$ cat src/rtl/wave_gen_pkg.sv
// Shared encodings and constants for multi_wave_generator.
package wave_gen_pkg;

  typedef enum logic [1:0] {
    WAVE_SAW    = 2'd0,
    WAVE_TRI    = 2'd1,
    WAVE_SQUARE = 2'd2,
    WAVE_DC     = 2'd3
  } wave_sel_e;

  localparam int unsigned PIPE_LATENCY = 32'd3;

endpackage

$ cat src/rtl/multi_wave_generator_phase_accumulator.sv
// Stage S0: phase accumulator with restart and wrap/saturate overflow handling.
module phase_accumulator
  import wave_gen_pkg::*;
#(
  parameter int N_FRAC = 7
) (
  input  logic                     clk_i,
  input  logic                     rst_i,
  input  logic                     strobe_i,
  input  logic                     sync_i,
  input  logic                     overflow_mode_i,
  input  logic signed [N_FRAC:0]   phase_i,
  output logic signed [N_FRAC:0]   acc_o,
  output logic                     valid_o
);

  localparam int W = N_FRAC + 1;
  localparam logic signed [W-1:0] MAX_V = {1'b0, {N_FRAC{1'b1}}};
  localparam logic signed [W-1:0] MIN_V = {1'b1, {N_FRAC{1'b0}}};

  logic signed [W-1:0] acc_q, acc_d;
  logic                valid_q, valid_d;
  logic signed [W:0]   sum_s;
  logic                ovf_s;

  // One guard bit exposes overflow as a mismatch between the top two sum bits.
  always_comb begin
    sum_s   = {acc_q[W-1], acc_q} + {phase_i[W-1], phase_i};
    ovf_s   = sum_s[W] ^ sum_s[W-1];
    acc_d   = acc_q;
    valid_d = 1'b0;
    if (strobe_i) begin
      valid_d = 1'b1;
      if (sync_i) begin
        acc_d = phase_i;
      end else if (ovf_s && overflow_mode_i) begin
        acc_d = sum_s[W] ? MIN_V : MAX_V;
      end else begin
        acc_d = sum_s[W-1:0];
      end
    end else if (sync_i) begin
      acc_d = '0;
    end else begin
      acc_d = acc_q;
    end
  end

  always_ff @(posedge clk_i) begin
    if (rst_i) begin
      acc_q   <= '0;
      valid_q <= 1'b0;
    end else begin
      acc_q   <= acc_d;
      valid_q <= valid_d;
    end
  end

  assign acc_o   = acc_q;
  assign valid_o = valid_q;

endmodule

$ cat src/rtl/multi_wave_generator.sv
// Three-stage waveform generator (accumulate, shape, scale).
// Optional amplitude scaling enabled by defining WAVE_GEN_AMPLITUDE_SCALE_EN.
module multi_wave_generator
  import wave_gen_pkg::*;
#(
  parameter int N_FRAC = 7
) (
  input  logic                     clk_i,
  input  logic                     rst_i,
  input  logic signed [N_FRAC:0]   phase_i,
  input  logic signed [N_FRAC:0]   duty_i,
  input  logic signed [N_FRAC:0]   amplitude_i,
  input  logic [1:0]               wave_sel_i,
  input  logic                     overflow_mode_i,
  input  logic                     sync_i,
  input  logic                     next_data_strobe_i,
  output logic signed [N_FRAC:0]   data_o,
  output logic                     data_out_valid_strobe_o
);

  localparam int W = N_FRAC + 1;
  localparam logic signed [W-1:0] MAX_V = {1'b0, {N_FRAC{1'b1}}};
  localparam logic signed [W-1:0] MIN_V = {1'b1, {N_FRAC{1'b0}}};
  localparam logic signed [W-1:0] NEG_MAX_V = {1'b1, {(N_FRAC-1){1'b0}}, 1'b1};

  logic signed [W-1:0] acc_s0_s;
  logic                valid_s0_s;
  logic signed [W-1:0] duty_s0_q, duty_s0_d;
  wave_sel_e           sel_s0_q, sel_s0_d;
  logic signed [W-1:0] shaped_q, shaped_d;
  logic                valid_s1_q, valid_s1_d;
  logic signed [W-1:0] data_q, data_d;
  logic                valid_q, valid_d;
  logic [W-1:0]        tri_t_s;
  logic [W:0]          tri_wide_s;
  logic signed [W-1:0] scaled_s;

  phase_accumulator #(.N_FRAC(N_FRAC)) u_acc (
    .clk_i          (clk_i),
    .rst_i          (rst_i),
    .strobe_i       (next_data_strobe_i),
    .sync_i         (sync_i),
    .overflow_mode_i(overflow_mode_i),
    .phase_i        (phase_i),
    .acc_o          (acc_s0_s),
    .valid_o        (valid_s0_s)
  );

`ifdef WAVE_GEN_AMPLITUDE_SCALE_EN
  logic signed [W-1:0]   amp_s0_q, amp_s0_d, amp_s1_q, amp_s1_d;
  logic signed [2*W-1:0] prod_s, shifted_s;

  // Full-width product, arithmetic shift, then clamp if the upper bits disagree.
  always_comb begin
    amp_s0_d  = next_data_strobe_i ? amplitude_i : amp_s0_q;
    amp_s1_d  = valid_s0_s ? amp_s0_q : amp_s1_q;
    prod_s    = $signed({{W{shaped_q[W-1]}}, shaped_q}) * $signed({{W{amp_s1_q[W-1]}}, amp_s1_q});
    shifted_s = prod_s >>> N_FRAC;
    if (shifted_s[2*W-1:W-1] == {(W+1){shifted_s[2*W-1]}}) begin
      scaled_s = shifted_s[W-1:0];
    end else begin
      scaled_s = shifted_s[2*W-1] ? MIN_V : MAX_V;
    end
  end

  always_ff @(posedge clk_i) begin
    if (rst_i) begin
      amp_s0_q <= '0;
      amp_s1_q <= '0;
    end else begin
      amp_s0_q <= amp_s0_d;
      amp_s1_q <= amp_s1_d;
    end
  end
`else
  logic amp_unused_s;
  assign amp_unused_s = ^amplitude_i;

  always_comb begin
    scaled_s = shaped_q;
  end
`endif

  always_comb begin
    if (next_data_strobe_i) begin
      duty_s0_d = duty_i;
      sel_s0_d  = wave_sel_e'(wave_sel_i);
    end else begin
      duty_s0_d = duty_s0_q;
      sel_s0_d  = sel_s0_q;
    end
  end

  // Triangle folds negative phase with ~acc so the ramp spans 0..MAX without overflow.
  always_comb begin
    tri_t_s    = acc_s0_s[W-1] ? ~acc_s0_s : acc_s0_s;
    tri_wide_s = {tri_t_s, 1'b0} - {2'b00, MAX_V[W-2:0]};
    valid_s1_d = valid_s0_s;
    shaped_d   = shaped_q;
    if (valid_s0_s) begin
      case (sel_s0_q)
        WAVE_SAW:    shaped_d = acc_s0_s;
        WAVE_TRI:    shaped_d = tri_wide_s[W-1:0];
        WAVE_SQUARE: shaped_d = (acc_s0_s >= duty_s0_q) ? MAX_V : NEG_MAX_V;
        WAVE_DC:     shaped_d = duty_s0_q;
        default:     shaped_d = duty_s0_q;
      endcase
    end else begin
      shaped_d = shaped_q;
    end
  end

  always_comb begin
    valid_d = valid_s1_q;
    if (valid_s1_q) begin
      data_d = scaled_s;
    end else begin
      data_d = data_q;
    end
  end

  always_ff @(posedge clk_i) begin
    if (rst_i) begin
      duty_s0_q  <= '0;
      sel_s0_q   <= WAVE_SAW;
      shaped_q   <= '0;
      valid_s1_q <= 1'b0;
      data_q     <= '0;
      valid_q    <= 1'b0;
    end else begin
      duty_s0_q  <= duty_s0_d;
      sel_s0_q   <= sel_s0_d;
      shaped_q   <= shaped_d;
      valid_s1_q <= valid_s1_d;
      data_q     <= data_d;
      valid_q    <= valid_d;
    end
  end

  assign data_o                  = data_q;
  assign data_out_valid_strobe_o = valid_q;

endmodule

$ cat config.mk
export PLATFORM = sky130hd
export DESIGN_NAME = multi_wave_generator
export DESIGN_NICKNAME = d
export VERILOG_FILES = /design/src/rtl/wave_gen_pkg.sv /design/src/rtl/multi_wave_generator_phase_accumulator.sv /design/src/rtl/multi_wave_generator.sv
export SDC_FILE = /design/constraint.sdc
export NUM_CORES = 1
export LEC_CHECK = 0
export CAP_MARGIN = 15
export CORE_MARGIN = 5
export CORE_UTILIZATION = 53
export DETAILED_ROUTE_END_ITERATION = 12
export HOLD_SLACK_MARGIN = 0.03
export MAX_ROUTING_LAYER = met4
export PLACE_DENSITY = 0.8
export SKIP_CTS_REPAIR_TIMING = 1
export SLEW_MARGIN = 20
export SYNTH_ARGS = -nofsm -noshare
export SYNTH_HDL_FRONTEND = slang
export SYNTH_SLANG_ARGS = --single-unit
$ cat constraint.sdc
create_clock -name clk_i -period 3.05 [get_ports clk_i]
set_clock_uncertainty 0.15 [all_clocks]
set_input_delay 0.4575 -clock clk_i [delete_from_list [all_inputs] [get_ports clk_i]]
set_output_delay 0.4575 -clock clk_i [all_outputs]
set_load 0.05 [all_outputs]
==> impl_results.md, run 1 <==
* Clk slew on worst S/H paths at 80 ps
* Final instance area at 2820 µm²
* FP Rows at 24
* Detailed-route DRC error count at 0
* Most used DFF post-synth: dfxtp_1
* Vias in the first global route at between 1.5k and 2k
* Initial DRC Count at 106
* Total grt overflow at 0
* Most common cell in the netlist: dfxtp_1
* Fin nets at 351
* Synth top area share at 0.312
* Lkg Pwr at 1.12 nW
* Worst-Skew Late Latency at 290 ps
* Initial antenna violation count at 0
* First-pass GRT wire length at 9010 µm
* Fill cell count at approximately 380
* Clock Sink Count at 37
* Pwr/cell area at 484 nW/µm²
* EDFF count, synth at 0
* CTS tree: built
* Post-Syn Area at 2380 µm²
* Crit path launch type: input port
* Setup TNS at 0 ps
* Slew headroom at 0.537
* WP data arrival at 2690 ps
* Hold path depth at 2
* Mean Syn Cell Area at a little under 9 µm²
* N_diodes at 0
* RSZ-0062 raised after global routing: false
* Max_cap viols at 0
* Final Critical Period at 2630 ps
* Worst-margin pin slew at 693 ps
* Drt total wl at 5310 µm
* First drt pass iteration count at 4
* Dpl cell area at about 2700 µm²
* Max clock buf depth at 2
* Final setup viols at 0
* Chip width at 77.0 µm
* GRT Util Overall at 0.190
* Final Core Density at 0.648
* Post-Synthesis Net Count at ~320
* CP Capture Type: flop
* Crit-path max FO at 7
* Die area at between 5000 and 6000 µm²
* Die Y at 77.0 µm
* P&R area growth vs syn at 18.7%
* Layout cells sized above 1 at 0.0658
* # port buffers at 31
* I/O Pins at 40
* HPWL Detailed at 4040 µm
* Routed wire per std cell at 14.9 µm
* Final hold vios at 0
* Initial Utilization at 0.546
* Max Slew Vio Count at 0
* Syn Inst Count at 275
* CP Data Required Time at just over 3000 ps
* Crit path kind: input port to flop
* Synthesized flop and latch total at 37
* Reg2reg path depth at 6
* Hold crit path type: flop to flop
* Pwr Total at 1.37 mW
* Global placer's final weighted congestion at 0.928
* Via count at 2074
* Vias per cell at 5.83
* Antenna-violating nets left at 0
* Period utilisation layout at 0.862
* Top post-synthesis cells by count: dfxtp_1 (37), nor2_1 (29), mux2i_1 (20)
* Seq/Total Area, Yosys at 0.312
* TritonCTS Buffers at 5
* Post-synth ARST share at 0
* Core area at around 4400 µm²
* VDD IR-drop max at ~230 µV
* Status: finished, final reports clean
* Max frequency at 380 MHz
* Root buf cell: clkbuf_8
* H-tree Lvls at 2
* Synth top area cells: dfxtp_1 (31%), ha_1 (8.4%), mux2i_1 (8.4%), nor2_1 (4.6%), xnor2_1 (3.7%)
* Yosys cell types at just under 50
* Yosys warnings at 0
* Largest net degree at the start of global routing at 29
* Cell taking the most area after synthesis: dfxtp_1
==> routing by layer <==
metal / track usage / wire length (µm)
met1: 0.245 / 2530
met2: 0.294 / 2450
met3: 0.0398 / 245
met4: 0.0699 / 86
met5: - / 0
==> through the flow <==
stage | cells | worst slack (ps) | hold WS, ps
global placement | 348 | 196 | 300
floorplan | 275 | 791 | 275
CTS | 356 | 433 | 325
finish | 356 | 421 | 321
detailed placement | 348 | 137 | 309
global route | 356 | 303 | 346
==> sequential cells by signal (all words and copies together), names as in the netlist <==
name / flops
data_o: 8
data_out_valid_strobe_o: 1
duty_s0_q: 8
scaled_s: 8
sel_s0_q: 2
u_acc.acc_o: 8
u_acc.valid_o: 1
valid_d: 1
==> path summary, 6_finish.rpt <==
check                           slack [ps]                         from                     endpoint
worst min register to register         320     scaled_s[0]$_SDFFE_PP0P_     scaled_s[0]$_SDFFE_PP0P_
worst max register to register         650  u_acc.acc_o[7]$_SDFFE_PP0P_     scaled_s[4]$_SDFFE_PP0P_
worst min-delay path                   320     scaled_s[0]$_SDFFE_PP0P_     scaled_s[0]$_SDFFE_PP0P_
worst max-delay path                   420                   phase_i[0]  u_acc.acc_o[2]$_SDFFE_PP0P_
==> cell families after synthesis <==
| family | after synthesis | share of synthesized area |
|---|---|---|
| adder cells (fa/ha/maj) | 17 | 0.0927 |
| XOR/XNOR | 12 | 0.0442 |
| AO/OA/AOI/OAI | 77 | 0.224 |
| buffers and inverters | 25 | 0.0569 |
| AND/OR/NAND/NOR | 86 | 0.181 |
| multiplexers | 21 | 0.0890 |
| flip-flops | 37 | 0.312 |
==> cells in the final DEF (no fill, tap or decap), types with 5 or more instances in the layout <==
cell and count:
nor4_1 5, clkdlybuf4s50_1 31, o21ai_0 12, nor3b_1 9, clkbuf_8 5, nor2b_1 6
dfxtp_1 37, a21oi_1 17, nand2b_1 7, ha_1 16, mux2i_1 20, xnor2_1 10
nand2_1 19, inv_1 12, a31oi_1 9, nor2_1 29, a211oi_1 6
==> area by class of cell <==
type	count	area, µm²	share of cell area
repair buffers	34	333	0.118
multi-input cells	213	1500	0.532
clock inverters	3	68.8	0.0244
well taps	52	65.1	0.0231
flip-flops and latches	37	741	0.263
clock buffers	5	68.8	0.0244
inverters	12	45.0	0.0160
==> critical path: stages <==
cell,delay (ps)
clkdlybuf4s50_1,440
ha_1,270
fa_1,420
nand3_1,90
nand2_1,150
a21oi_4,280
mux2i_1,220
o211ai_1,100
o32ai_1,280
==> where the power goes <==
group / total (mW) / switching [mW] / leakage [nW] / internal, mW
sequential: 0.545 / 0.0360 / 0.303 / 0.509
clock: 0.515 / 0.186 / 0.0687 / 0.329
combinational: 0.306 / 0.162 / 0.745 / 0.144
Note: power is estimated with default switching activity, not from simulation.
==> run 2, diff against run 1 <==
--- a/config.mk
+++ b/config.mk
@@ -12,6 +12,7 @@
 export HOLD_SLACK_MARGIN = 0.03
 export MAX_ROUTING_LAYER = met4
 export PLACE_DENSITY = 0.8
+export SETUP_SLACK_MARGIN = 0.4
 export SKIP_CTS_REPAIR_TIMING = 1
 export SLEW_MARGIN = 20
 export SYNTH_ARGS = -nofsm -noshare
==> run 2 against run 1 <==
Compared with the run above: first-iteration DRC count up 4.7%; via count up 1.1%; largest cell class unchanged; highest routed layer unchanged; total power up 1.2%; fmax up 1.9%.
==> impl_results.md, run 2 (synthesis gave the netlist of run 1 again) <==
* Status: finished, final reports clean
* Reg2reg path depth at 8 (+2)
* Initial antenna violation count at 0 (unchanged)
* Global placer's final weighted congestion at 0.928 (unchanged)
* Drt total wl at 5450 µm (+2.6%)
* Layout cells sized above 1 at 0.0885 (+0.0227)
* RSZ-0062 raised after global routing: true
* H-tree Lvls at 2 (unchanged)
* Largest net degree at the start of global routing at 29 (unchanged)
* Clock Sink Count at 37 (unchanged)
* First drt pass iteration count at 6 (+2)
* Worst setup path end: u_acc.acc_o[6]$_SDFFE_PP0P_
* Reg area at 741 µm² (unchanged)
* Place WS at 137 ps (unchanged)
* Most common cell after layout, fill and taps aside: dfxtp_1
* Period utilisation layout at 0.845 (-0.0164)
* Multi-input logic area at 1550 µm² (+3.3%)
* Lkg Pwr at 1.12 nW (+0.37%)
* Worst setup path startpoint: phase_i[0]
* Clk slew on worst S/H paths at 70 ps (about the same)
* Max_cap viols at 0 (unchanged)
* Via count at 2096 (+1.1%)
* Crit path launch type: input port
* Chip width at 77.0 µm (unchanged)
* First-pass GRT wire length at 9010 µm (unchanged)
* # port buffers at 31 (unchanged)
* Sequential share of power at 0.395 (-0.004)
* Max Slew Vio Count at 0 (unchanged)
* Combinational Power Share at 0.233 (+0.009)
* Fill cell count at 365 (-2.9%)
* TritonCTS Buffers at 5 (unchanged)
* CP max-delay cell: clkdlybuf4s50_1
* Worst-margin pin slew at 700 ps (+6.47 ps)
* CP cell instances: clkdlybuf4s50_1, ha_2, fa_1, nand3_1, nand2_2, a21oi_4, buf_4, a41oi_4, a21oi_1, o21ai_0
* I/O Pins at 40 (unchanged)
* Final setup viols at 0 (unchanged)
* N_diodes at 0 (unchanged)
* Reg-to-Reg Start: u_acc.acc_o[5]$_SDFFE_PP0P_
* Final hold vios at 0 (unchanged)
* Final setup margin at 471 ps (+50.0 ps)
* CP Data Required Time at 3080 ps (-30 ps)
* Setup TNS at 0 ps (unchanged)
* Core area at 4350 µm² (unchanged)
* Vias in the first global route at 1896 (unchanged)
* Worst-Skew Late Latency at 300 ps (about the same)
* Max clock buf depth at 2 (unchanged)
* Total grt overflow at 0 (unchanged)
* FF-to-FF End: u_acc.acc_o[6]$_SDFFE_PP0P_
* Fin nets at 352 (+0.28%)
* Final Critical Period at 2580 ps (-50.0 ps)
* Final instance area at 2880 µm² (+2.0%)
* Int Pwr at 0.991 mW (+0.85%)
* Net Sw Power at 0.392 mW (+2.0%)
* Vias per cell at 5.87 (+0.78%)
* Initial Utilization at 0.546 (unchanged)
* VDD IR-drop max at 222 µV (-4.5%)
* CP Capture Type: flop
* Most frequent cells in the layout: dfxtp_1 (37), clkdlybuf4s50_1 (31), nor2_1 (29)
* Routed wire per std cell at 15.3 µm (+2.3%)
* Flop-to-flop setup slack at 640 ps (about the same)
* WP data arrival at 2610 ps (-80 ps)
* HPWL Detailed at 4040 µm (unchanged)
* Die Y at 77.0 µm (unchanged)
* Initial DRC Count at 111 (+4.7%)
* Hold_sp: scaled_s[0]$_SDFFE_PP0P_
* Switching Share at 0.283 (+0.00229)
* CP Buf/Inv Count at 2 (+1)
* Antenna-violating nets left at 0 (unchanged)
* Max frequency at 388 MHz (+1.9%)
* FP Rows at 24 (unchanged)
* Critical path depth at 10 (+1)
* Crit path kind: input port to flop
* Root buf cell: clkbuf_8
* Hold crit path type: flop to flop
* P&R area growth vs syn at 21.1%
* Slew headroom at 0.533 (-0.00432)
* Crit-path max FO at 7 (unchanged)
* Dpl cell area at 2680 µm² (unchanged)
* Pwr/cell area at 480 nW/µm² (-0.81%)
* Detailed-route DRC error count at 0 (unchanged)
* Critical path's top delay family: compound AO/OA/AOI/OAI gates
* GRT Util Overall at 0.190 (unchanged)
* CTS tree: built
* Clock Power Share at 0.372 (-0.005)
* CP peak stage delay at 440 ps (about the same)
* Die area at 5920 µm² (unchanged)
==> run 2: cell count changes in the layout (fill, tap and decap cells not counted), sizes merged <==
cell	change
buf	+1
==> run 2: tightest hold or removal path, cell delays in order (launching register included) <==
cell and delay (ps):
dfxtp_1 310, nand2b_1 60, a21oi_1 50
==> run 2: worst min-delay path by stage <==
stage	end	slack [ps]	cells after the start
global route	scaled_s[0]$_SDFFE_PP0P_	350	2
CTS	scaled_s[0]$_SDFFE_PP0P_	320	2
finish	scaled_s[0]$_SDFFE_PP0P_	320	2
global placement	scaled_s[5]$_SDFFE_PP0P_	300	2
detailed placement	scaled_s[5]$_SDFFE_PP0P_	310	2
floorplan	scaled_s[6]$_SDFFE_PP0P_	280	2
==> run 2: per-layer routing <==
metal,global-route usage,vias to the layer above,wire length [µm]
met3,0.0398,5,296
met1,0.245,985,2510
met2,0.294,55,2560
li1,-,1051,-
met4,0.0699,0,82
met5,-,-,0
==> run 2: per-stage QoR <==
stage,power (mW),hold WS [ps],util,cells
floorplan,0.776,275,-,275
global placement,0.850,300,0.616,348
detailed placement,0.859,309,0.616,348
CTS,1.38,325,0.648,356
global route,1.46,346,0.661,357
finish,1.38,321,0.661,357
==> run 2: layout make-up <==
class | instances | area share
clock buffer | 5 | 0.0239
tap | 52 | 0.0226
clock inverter | 3 | 0.0239
sequential | 37 | 0.257
multi-input combinational | 213 | 0.538
timing repair buffer | 35 | 0.118
inverter | 12 | 0.0157
==> run 2: power by group through the flow <==
stage / logic (mW) / registers (mW) / clock network (mW)
floorplan: 0.231 / 0.544 / 0
global placement: 0.295 / 0.555 / 0
detailed placement: 0.303 / 0.556 / 0
CTS: 0.305 / 0.545 / 0.528
global route: 0.356 / 0.550 / 0.551
finish: 0.322 / 0.546 / 0.514
==> run 3, diff against run 2 <==
--- a/config.mk
+++ b/config.mk
@@ -7,11 +7,11 @@
 export LEC_CHECK = 0
 export CAP_MARGIN = 15
 export CORE_MARGIN = 5
-export CORE_UTILIZATION = 53
+export CORE_UTILIZATION = 48
 export DETAILED_ROUTE_END_ITERATION = 12
 export HOLD_SLACK_MARGIN = 0.03
 export MAX_ROUTING_LAYER = met4
-export PLACE_DENSITY = 0.8
+export PLACE_DENSITY = 0.76
 export SETUP_SLACK_MARGIN = 0.4
 export SKIP_CTS_REPAIR_TIMING = 1
 export SLEW_MARGIN = 20
==> constraint.sdc (replaced) <==
create_clock -name clk_i -period 2.3 [get_ports clk_i]
set_clock_uncertainty 0.15 [all_clocks]
set_input_delay 0.345 -clock clk_i [delete_from_list [all_inputs] [get_ports clk_i]]
set_output_delay 0.345 -clock clk_i [all_outputs]
set_load 0.05 [all_outputs]
==> run 3 against run 2 <==
Compared with the run above: final cell count up 13%; register-to-register slack worse by 530 ps; non-clock buffer count rose by 31; clock power up 11%; largest cell class unchanged; wire length grew 11%; design area is 18% higher; first-iteration DRC count is 54% higher; die area grew 9.0%; utilization up 5.4 points.
==> impl_results.md, run 3 (synthesis gave the netlist of run 1 again) <==
* First-pass GRT wire length at 9120 µm (+1.2%)
* RSZ-0062 raised after global routing: true
* Status: finished, final reports clean
* Worst-margin pin slew at 506 ps (-193 ps)
* # port buffers at 31 (unchanged)
* CP cell instances: ha_4, buf_6, a211oi_4, o211ai_4, and2_4, o31a_1, a311oi_1
* Chip width at 80.4 µm (+4.4%)
* Pwr/cell area at 553 nW/µm² (+15%)
* Dpl cell area at 2980 µm² (+11%)
* Most common cell after layout, fill and taps aside: dfxtp_1
* CP peak stage delay at 370 ps (-70 ps)
* Final hold slack at 300 ps (-21.7 ps)
* Final Non-Filler Cells at 403 (+13%)
* VDD IR-drop max at 472 µV (+110%)
* Lkg Pwr at 1.53 nW (+36%)
* Period utilisation layout at 0.951
* Die area at 6460 µm² (+9.0%)
* Most frequent cells in the layout: dfxtp_1 (33), buf_4 (31), nor2_1 (28)
* Total grt overflow at 0 (unchanged)
* Layout cells sized above 1 at 0.256 (+0.167)
* Clk slew on worst S/H paths at 70 ps (about the same)
* Int Pwr at 1.33 mW (+34%)
* Worst-Skew Late Latency at 280 ps (-20 ps)
* Final hold vios at 0 (unchanged)
* I/O Pins at 40 (unchanged)
* Final setup margin at 114 ps (-357 ps)
* Initial DRC Count at 171 (+54%)
* Flop-to-flop setup slack at 110 ps (-530 ps)
* HPWL Detailed at 4500 µm (+11%)
* Hold path depth at 3 (+1)
* Final setup viols at 0 (unchanged)
* Post-placement cell count at 389 (+12%)
* Largest net degree at the start of global routing at 26 (-10%)
* Hold_sp: phase_i[4]
* Max clock buf depth at 2 (unchanged)
* Reg2reg path depth at 7 (-1)
* Sequential share of power at 0.379 (-0.016)
* First drt pass iteration count at 4 (-2)
* CP max-delay cell: o31a_1
* Global placer's final weighted congestion at 0.918 (-1.0%)
* Clock Sink Count at 37 (unchanged)
* Initial antenna violation count at 0 (unchanged)
* Critical path's top delay family: compound AO/OA/AOI/OAI gates
* Root buf cell: clkbuf_8
* Combinational Power Share at 0.319 (+0.086)
* FF-to-FF End: u_acc.acc_o[0]$_SDFFE_PP0P_
* Routed wire per std cell at 15.0 µm (-1.5%)
* Reg-to-Reg Start: u_acc.acc_o[0]$_SDFFE_PP0P_
* Clock Power Share at 0.302 (-0.070)
* Place WS at -357 ps (-494 ps)
* Detailed-route DRC error count at 0 (unchanged)
* WP data arrival at 2220 ps (-390 ps)
* Die Y at 80.4 µm (+4.4%)
* CTS tree: built
* Vias in the first global route at 1979 (+4.4%)
* Max Slew Vio Count at 0 (unchanged)
* N_diodes at 0 (unchanged)
* Setup TNS at 0 ps (unchanged)
* Fin nets at 383 (+8.8%)
* FP Rows at 25 (+4.2%)
* Crit-path max FO at 5 (-2)
* Initial Utilization at 0.500 (-0.0460)
* H-tree Lvls at 2 (unchanged)
* P&R area growth vs syn at 43.1%
* Pwr Total at 1.88 mW (+36%)
* Final instance area at 3400 µm² (+18%)
* Vias per cell at 5.48 (-6.7%)
* GRT Util Overall at 0.182 (-0.00780)
* Crit path launch type: flop
* CP Data Required Time at 2330 ps (-750 ps)
* Max frequency at around 460 MHz
* Via count at 2207 (+5.3%)
* Max_cap viols at 0 (unchanged)
* Min-Delay Endpoint: u_acc.acc_o[4]$_SDFFE_PP0P_
* Final Critical Period at around 2200 ps
* Switching Share at 0.295 (+0.0118)
* Final Core Density at 0.715 (+0.0543)
* CP Capture Type: flop
* Antenna-violating nets left at 0 (unchanged)
* Core area at 4750 µm² (+9.2%)
* CP Buf/Inv Count at 1 (-1)
* Hold crit path type: input port to flop
* Crit path kind: flop to flop
* Net Sw Power at 0.555 mW (+42%)
* Drt total wl at 6060 µm (+11%)
* Slew headroom at 0.662 (+0.129)
* TritonCTS Buffers at 5 (unchanged)
## run 3: how the worst max path moves through the flow
stage | end | cells after the start | start | slack [ps]
finish | u_acc.acc_o[0]$_SDFFE_PP0P_ | 7 | u_acc.acc_o[0]$_SDFFE_PP0P_ | 110
global route | u_acc.acc_o[1]$_SDFFE_PP0P_ | 7 | u_acc.acc_o[0]$_SDFFE_PP0P_ | 30
CTS | u_acc.acc_o[4]$_SDFFE_PP0P_ | 9 | phase_i[5] | -60
detailed placement | u_acc.acc_o[4]$_SDFFE_PP0P_ | 9 | phase_i[5] | -360
global placement | u_acc.acc_o[6]$_SDFFE_PP0P_ | 9 | phase_i[5] | -320
floorplan | u_acc.acc_o[7]$_SDFFE_PP0P_ | 8 | phase_i[0] | 250
## run 3: final cells by class
class,count,area (µm²)
Clock buffer,7,86.3
Clock inverter,1,30.0
Sequential cell,37,751
Inverter,12,45.0
Timing Repair Buffer,66,637
Multi-Input combinational cell,213,1770
Tap cell,67,83.8
Fill cell,361,1350
## run 3: worst register-to-register path, stage by stage, from the launching register on
cell and delay [ps]:
dfxtp_4 350, ha_4 170, buf_6 120, a211oi_4 280, o211ai_4 160, and2_4 210, o31a_1 370, a311oi_1 280
## run 3: power groups by stage
stage	Combinational, mW	Clock (mW)	Sequential (mW)
2_1_floorplan	0.322	0	0.725
3_3_place_gp	0.480	0	0.728
3_5_place_dp	0.492	0	0.729
4_1_cts	0.493	0.578	0.714
5_1_grt	0.650	0.608	0.718
6_report	0.600	0.569	0.713
## run 3: routing by layer
metal | GRT usage | vias up | part of all wire
met3 | 0.0370 | 5 | 0.042
met5 | - | - | 0
met4 | 0.0389 | 0 | 0.0071
li1 | - | 1113 | -
met1 | 0.244 | 1043 | 0.47
met2 | 0.286 | 46 | 0.48
